--- src/rtl/disp_pkg.sv ---
// Shared types and constants for the disparity word packer.
package disp_pkg;

  localparam int NUM_LANES = 4;
  localparam int LANE_W    = 8;
  localparam int LANE_CW   = $clog2(NUM_LANES);

  localparam logic [15:0]       DISP_INVALID_COORDS = 16'hFFFF;
  localparam logic [LANE_W-1:0] DISP_MASKED_BYTE    = 8'h00;

  // One FIFO entry: framing flags travel with the packed word
  typedef struct packed {
    logic        sop;
    logic        eop;
    logic [31:0] data;
  } disp_word_t;

  // A match is dropped when upstream flagged it invalid or it is below threshold
  function automatic logic disp_is_masked(input logic [15:0] coords,
                                          input logic [7:0]  thresh);
    return (coords == DISP_INVALID_COORDS) || (coords[15:8] < thresh);
  endfunction

endpackage

--- src/rtl/disp_sync_fifo.sv ---
// Synchronous FWFT FIFO with a registered output stage.
// The output register counts toward DEPTH, so capacity is exactly DEPTH words.
// A write while full is accepted when a read happens in the same cycle.
module disp_sync_fifo #(
  parameter int WIDTH = 34,
  parameter int DEPTH = 16
) (
  input  logic             clk,
  input  logic             reset,
  input  logic             wr_en,
  input  logic [WIDTH-1:0] wr_data,
  input  logic             rd_en,
  output logic [WIDTH-1:0] rd_data,
  output logic             full,
  output logic             empty
);
  localparam int AW = $clog2(DEPTH);

  logic [WIDTH-1:0] mem [DEPTH];
  logic [AW-1:0]    wr_ptr, rd_ptr;
  logic [AW:0]      count;
  logic             rd_valid;
  logic             pop, push, load, ram_empty, bypass;

  assign empty     = !rd_valid;
  assign full      = (count == (AW+1)'(DEPTH));
  assign pop       = rd_valid && rd_en;
  assign push      = wr_en && (!full || pop);
  assign ram_empty = ((count - (AW+1)'(rd_valid)) == '0);
  // Output register is free to take a new head this cycle
  assign load      = !rd_valid || pop;
  // Straight into the output register when nothing is queued behind it
  assign bypass    = load && ram_empty && push;

  // Storage array, written only when the word cannot go straight to the output
  always_ff @(posedge clk) begin
    if (push && !bypass) mem[wr_ptr] <= wr_data;
  end

  // Pointers, occupancy and the registered head word
  always_ff @(posedge clk) begin
    if (reset) begin
      wr_ptr   <= '0;
      rd_ptr   <= '0;
      count    <= '0;
      rd_valid <= 1'b0;
      rd_data  <= '0;
    end else begin
      if (push && !bypass) wr_ptr <= wr_ptr + 1'b1;
      if (load && !ram_empty) begin
        rd_data  <= mem[rd_ptr];
        rd_ptr   <= rd_ptr + 1'b1;
        rd_valid <= 1'b1;
      end else if (bypass) begin
        rd_data  <= wr_data;
        rd_valid <= 1'b1;
      end else if (load) begin
        rd_valid <= 1'b0;  // rd_data keeps the last word
      end
      count <= count + (AW+1)'(push) - (AW+1)'(pop);
    end
  end

endmodule

--- src/rtl/disp_word_packer.sv ---
// Masks per-block disparity matches and packs four 8-bit disparities per
// 32-bit word, framed with SOP/EOP, through a small output FIFO.
// Optional: define DISP_INVALID_COUNT_EN to add the invalid_count port.
module disp_word_packer
  import disp_pkg::*;
#(
  parameter int blks_per_row = 40,
  parameter int blk_rows     = 30,
  parameter int fifo_depth   = 16
) (
  input  logic        clk,
  input  logic        reset,
  input  logic        frame_start,
  input  logic [15:0] res_coords,
  input  logic [15:0] res_blk_index,
  input  logic        res_valid,
  input  logic [7:0]  conf_thresh,
  output logic [31:0] out_data,
  output logic        out_valid,
  input  logic        out_ready,
  output logic        out_sop,
  output logic        out_eop,
  output logic        overflow,
  output logic        idx_err
`ifdef DISP_INVALID_COUNT_EN
  ,
  output logic [15:0] invalid_count
`endif
);
  localparam int words_per_frame = blks_per_row * blk_rows / NUM_LANES;
  localparam int blks_per_frame  = blks_per_row * blk_rows;

  localparam logic [15:0]        LAST_WORD = 16'(words_per_frame - 1);
  localparam logic [11:0]        LAST_BLK  = 12'(blks_per_frame - 1);
  localparam logic [LANE_CW-1:0] LAST_LANE = LANE_CW'(NUM_LANES - 1);

  logic [LANE_CW-1:0]               lane_cnt, lane_eff;
  logic [15:0]                      word_cnt, word_eff;
  logic [11:0]                      blk_cnt, blk_eff;
  logic [NUM_LANES-1:0][LANE_W-1:0] lanes_q, lanes_asm;
  logic                             masked;
  logic [LANE_W-1:0]                res_byte;
  logic                             push, word_sop, word_eop;
  disp_word_t                       push_word, head_word;
  logic                             fifo_full, fifo_empty, fifo_pop;
  logic                             unused_bits;

  assign unused_bits = ^{res_blk_index[15:12], res_coords[2:0]};

  // frame_start acts in the cycle it is seen, so counters restart combinationally
  assign lane_eff = frame_start ? '0 : lane_cnt;
  assign word_eff = frame_start ? '0 : word_cnt;
  assign blk_eff  = frame_start ? '0 : blk_cnt;

  assign masked   = disp_is_masked(res_coords, conf_thresh);
  assign res_byte = masked ? DISP_MASKED_BYTE : {res_coords[7:3], 3'b000};

  // Per-lane merge: the incoming byte lands in its lane, others keep (or drop) history
  for (genvar i = 0; i < NUM_LANES; i++) begin : g_lane
    assign lanes_asm[i] = (res_valid && lane_eff == LANE_CW'(i)) ? res_byte :
                          (frame_start ? DISP_MASKED_BYTE : lanes_q[i]);
  end

  assign push      = res_valid && (lane_eff == LAST_LANE);
  assign word_sop  = (word_eff == '0);
  assign word_eop  = (word_eff == LAST_WORD);
  assign push_word = '{sop: word_sop, eop: word_eop, data: lanes_asm};

  // Lane, word and block counters plus the partial-word holding register
  always_ff @(posedge clk) begin
    if (reset) begin
      lane_cnt <= '0;
      word_cnt <= '0;
      blk_cnt  <= '0;
      lanes_q  <= '0;
    end else begin
      if (res_valid) begin
        lane_cnt <= push ? '0 : lane_eff + 1'b1;
        lanes_q  <= push ? '0 : lanes_asm;
        blk_cnt  <= (blk_eff == LAST_BLK) ? '0 : blk_eff + 12'd1;
      end else if (frame_start) begin
        lane_cnt <= '0;
        lanes_q  <= '0;
        blk_cnt  <= '0;
      end
      // Counter advances even if the FIFO drops the word, keeping framing aligned
      if (push)             word_cnt <= word_eop ? '0 : word_eff + 16'd1;
      else if (frame_start) word_cnt <= '0;
    end
  end

  // Sticky error flags, cleared only by reset
  always_ff @(posedge clk) begin
    if (reset) begin
      overflow <= 1'b0;
      idx_err  <= 1'b0;
    end else begin
      if (push && fifo_full && !fifo_pop)                     overflow <= 1'b1;
      if (res_valid && (res_blk_index[11:0] != blk_eff))      idx_err  <= 1'b1;
    end
  end

  disp_sync_fifo #(
    .WIDTH ($bits(disp_word_t)),
    .DEPTH (fifo_depth)
  ) u_fifo (
    .clk     (clk),
    .reset   (reset),
    .wr_en   (push),
    .wr_data (push_word),
    .rd_en   (out_ready),
    .rd_data (head_word),
    .full    (fifo_full),
    .empty   (fifo_empty)
  );

  assign out_valid = !fifo_empty;
  assign fifo_pop  = out_valid && out_ready;
  assign out_data  = head_word.data;
  assign out_sop   = out_valid && head_word.sop;
  assign out_eop   = out_valid && head_word.eop;

`ifdef DISP_INVALID_COUNT_EN
  logic [15:0] inv_cnt, inv_base, inv_sum;

  assign inv_base = frame_start ? '0 : inv_cnt;
  assign inv_sum  = (masked && inv_base != 16'hFFFF) ? inv_base + 16'd1 : inv_base;

  // Running masked-byte count; published when the frame's last word is pushed
  always_ff @(posedge clk) begin
    if (reset) begin
      inv_cnt       <= '0;
      invalid_count <= '0;
    end else if (res_valid) begin
      if (push && word_eop) begin
        invalid_count <= inv_sum;
        inv_cnt       <= '0;
      end else begin
        inv_cnt <= inv_sum;
      end
    end else if (frame_start) begin
      inv_cnt <= '0;
    end
  end
`endif

endmodule

--- config.mk ---
export PLATFORM = sky130hd
export DESIGN_NAME = disp_word_packer
export DESIGN_NICKNAME = d
export VERILOG_FILES = /design/src/rtl/disp_pkg.sv /design/src/rtl/disp_sync_fifo.sv /design/src/rtl/disp_word_packer.sv
export SDC_FILE = /design/constraint.sdc
export NUM_CORES = 1
export LEC_CHECK = 0
export CAP_MARGIN = 40
export CORE_MARGIN = 2
export CORE_UTILIZATION = 60
export CTS_CLUSTER_DIAMETER = 120
export DETAILED_ROUTE_END_ITERATION = 10
export HOLD_SLACK_MARGIN = 0.06
export PLACE_DENSITY_LB_ADDON = 0.1
export RECOVER_POWER = 50
export SYNTH_ARGS = -nofsm -noshare
export SYNTH_HDL_FRONTEND = slang
export SYNTH_SLANG_ARGS = --single-unit
--- constraint.sdc ---
create_clock -name clk -period 7.75 [get_ports clk]
set_input_delay 1.55 -clock clk [delete_from_list [all_inputs] [get_ports clk]]
set_output_delay 1.55 -clock clk [all_outputs]
set_load 0.05 [all_outputs]
==> impl_metrics.yaml <==
power_and_ir_drop:
  p_leak_nw: 9.63
  peakVddDrop_mv: 0.291
  powerDensity_nw_per_um2: 301
route:
  ant_nets: 0
  via_count: 14500
  wl_per_cell_um: 26.5
  drc_errors: 0
  drtIter0Drc: 1668
  drt-vias-per-instance: 6.33
  dr.pass1.iters: 5
  drt_wl_total_um: 60900
worst_setup_path:
  crit_path_end_kind: "flip-flop"
  critPathKind: "primary input to flip-flop"
  start_kind: "primary input"
  crit_required_ns: 7.99
  r2r_slack_ns: 2.93
  cp_max_fo: 25
  r2r-start: "lane_cnt[0]"
  reg2reg_depth: 9
  reg2reg_to: "u_fifo.mem[11][13]"
  crit_arrival_ns: 6.41
status:
  violations: "max-capacitance violations, max-slew violations"
  status: "finished with violations"
run:
  maxCapViolCount: 2
cts:
  htree_levels: 3
  cts-root-buf: "clkbuf_16"
  clk-insertion-delay-late_ns: 0.60
  cts_tree: "built"
  cts_sinks: 660
  numCtsBuffers: 67
  cts_hold_buf: 0
  post_cts_buffers: 0
  clkTransAtPathRegs_ns: 0.06
  cts_resized: 0
  cts_max_path_buffers: 3
yosys:
  synth.area.mux_share_pct: 14.0
  async_reset_ff_share_pct: 0
  synth_compound_area_share_pct: 4.45
  synth-main-ff-cell: "edfxtp_1"
  syn-instance-count: 1553
  synth_cell_types: 60
  synth_xor_area_share_pct: 1.41
  synth_nets: 1626
  yosys_warnings: 0
  ys_seq_area_share_pct: 69.7
  synth_edf_count: 544
  syn-cell-area_um2: 26800
  synth_top_family_by_area: "multiplexers"
  synth_area_per_cell_um2: 17.2
  yosys.area_share.simple_pct: 6.39
  synth-seq-cells: 660
  synthAdderAreaFrac_pct: 1.34
worst_hold_path:
  hold-path-endpoint: "idx_err"
  hold_depth: 2
  min_from: "idx_err"
  worstHoldPathType: "flip-flop to flip-flop"
timing:
  tightestPinTransition_ns: 1.99
  tns_ns: 0
  hold_viol: 0
  worst_slew_margin_rel_pct: -32.6
  skew_ns: 0.0360
  fmax_mhz: 162
  min_period_ns: 6.16
  rsz0062_at_grt: "false"
  fin_crit_sh_pct: 79.5
  maxSlewViolCount: 67
  setup_viol: 0
global_route:
  grt_use_met3_pct: 4.66
  grt_first_pass_wirelength_um: 92700
  met2_usage_pct: 43.0
  grt_pass1_vias: 14900
  busiest_layer: "met2"
  grt_max_degree: 93
  antenna_found_initial: 0
  grt_use_total_pct: 27.1
  use_met1_pct: 39.4
  overflow: 0
floorplan:
  ios: 82
  coreArea_um2: 44100
  initial_core_util_pct: 60.7
  chipWidth_um: 215
  die_area_um2: 46300
  die_h_um: 215
  rows: 77
final_layout:
  ff_latch_area_um2: 18700
  nFillCells: 2916
  finalNetCount: 1724
  multi_input_area_um2: 7480
  diodes: 0
  design_area_um2: 30400
  fin_cells: 2294
  area_growth_pct: 13.5
  drive_above_1_share_pct: 19.2
place:
  dpl.cell_count: 2174
  dpl.hpwl_um: 36800
  port_buffers: 77
  place_congestion: 0.799
  postPlaceCellArea_um2: 28400
[power breakdown]
group	switching (mW)	leakage, nW	internal (mW)	total (mW)
clock	1.30	0.998	1.73	3.03
sequential	0.104	5.66	3.90	4.00
combinational	1.15	2.97	0.960	2.11
total	2.55	9.63	6.59	9.14
[state kept, by name, indices dropped and copies added, names as in the netlist, named ones only]
register and flops:
lane_cnt 2, blk_cnt 12, u_fifo.rd_data 34, u_fifo.rd_ptr 4, lanes_q 32, u_fifo.wr_ptr 4
word_cnt 16, overflow 1, idx_err 1, u_fifo.count 5, u_fifo.mem 544, u_fifo.rd_valid 1
[worst max-delay path: stages]
cell and delay (ns):
clkbuf_1 0.49, nor2b_1 0.49, ha_1 0.22, clkbuf_1 0.57
and2_0 0.46, o41ai_1 0.29, a31oi_1 0.71, nand2_1 0.47
nor2_4 0.65, buf_4 0.46
[routing by layer]
metal | share of wire [%] | vias to the layer above
met5 | 0 | -
met4 | 2.4 | 0
met3 | 7.1 | 99
met2 | 49 | 606
met1 | 42 | 7510
li1 | - | 6296
[worst max path at each step]
stage               slack (ns)         from            endpoint  cells after the start
finish                    1.59  frame_start  u_fifo.mem[11][13]                     10
global route              1.41  frame_start  u_fifo.mem[11][13]                     10
CTS                       2.88  frame_start  u_fifo.mem[11][13]                     10
detailed placement        2.30  frame_start  u_fifo.mem[11][13]                     10
global placement          2.16  frame_start   u_fifo.mem[0][31]                     10
floorplan                 1.49  frame_start    u_fifo.mem[3][0]                     10
[stage by stage]
| step | util, % | total power [mW] | hold slack [ns] | setup WS (ns) |
|---|---|---|---|---|
| after global placement | 63.8 | 6.17 | 0.439 | 2.16 |
| after detailed placement | 64.4 | 6.23 | 0.442 | 2.30 |
| after global routing | 68.8 | 9.48 | 0.483 | 1.41 |
| after CTS | 69.1 | 9.25 | 0.450 | 2.88 |
| after floorplan | - | 5.74 | 0.430 | 1.49 |
| final | 68.8 | 9.14 | 0.447 | 1.59 |
[cell type report]
type                    instances  area share [%]
flip-flops and latches        660            61.5
multi-input cells             756            24.6
clock buffers                  88            6.02
repair buffers                139            4.40
well taps                     592            2.44
clock inverters                32           0.717
inverters                      27           0.334
[cell families (layout without fill, tap and decap cells)]
group,Yosys count,in the layout
buffers and inverters,137,286
muxes,174,174
adders and majority gates,28,28
xor gates and xnor gates,43,43
and+or+nand+nor,344,344
AOI/OAI and AO/OA,167,167
DFF,660,660
[placed cells by master (no fill, tap or decap), types with 25 or more instances in the layout]
master,netlist,final
a21oi_1,27,26
buf_4,38,28
clkbuf_1,44,40
clkbuf_16,0,70
clkdlybuf4s50_1,0,37
dfxtp_1,116,113
dlygate4sd3_1,0,38
edfxtp_1,544,544
ha_1,27,27
inv_1,26,25
mux4_2,160,160
nand2_1,67,67
nor2_1,117,105
nor2b_1,31,31
o21ai_0,30,31
xnor2_1,25,25
[cell usage after synthesis (7+ instances only)]
library cell / number / area [µm²]
a21oi_1: 27 / 135
a221oi_1: 10 / 87.6
a22o_1: 8 / 70.1
a22oi_1: 19 / 143
a31oi_1: 8 / 50.1
and2_1: 26 / 163
and3_1: 7 / 43.8
buf_2: 22 / 110
buf_4: 38 / 285
clkbuf_1: 44 / 165
dfxtp_1: 116 / 2320
edfxtp_1: 544 / 16300
ha_1: 27 / 338
inv_1: 26 / 97.6
mux2i_1: 11 / 110
mux4_2: 160 / 3600
nand2_1: 67 / 251
nand2b_1: 16 / 100
nand3_1: 12 / 60.1
nand4_1: 11 / 68.8
nor2_1: 117 / 439
nor2b_1: 31 / 194
nor3_1: 23 / 115
o211ai_1: 7 / 52.6
o21ai_0: 30 / 150
o31ai_1: 18 / 135
o32ai_1: 8 / 70.1
xnor2_1: 25 / 219
xor2_1: 18 / 158
No activity file was read; power rests on OpenSTA's default activity.
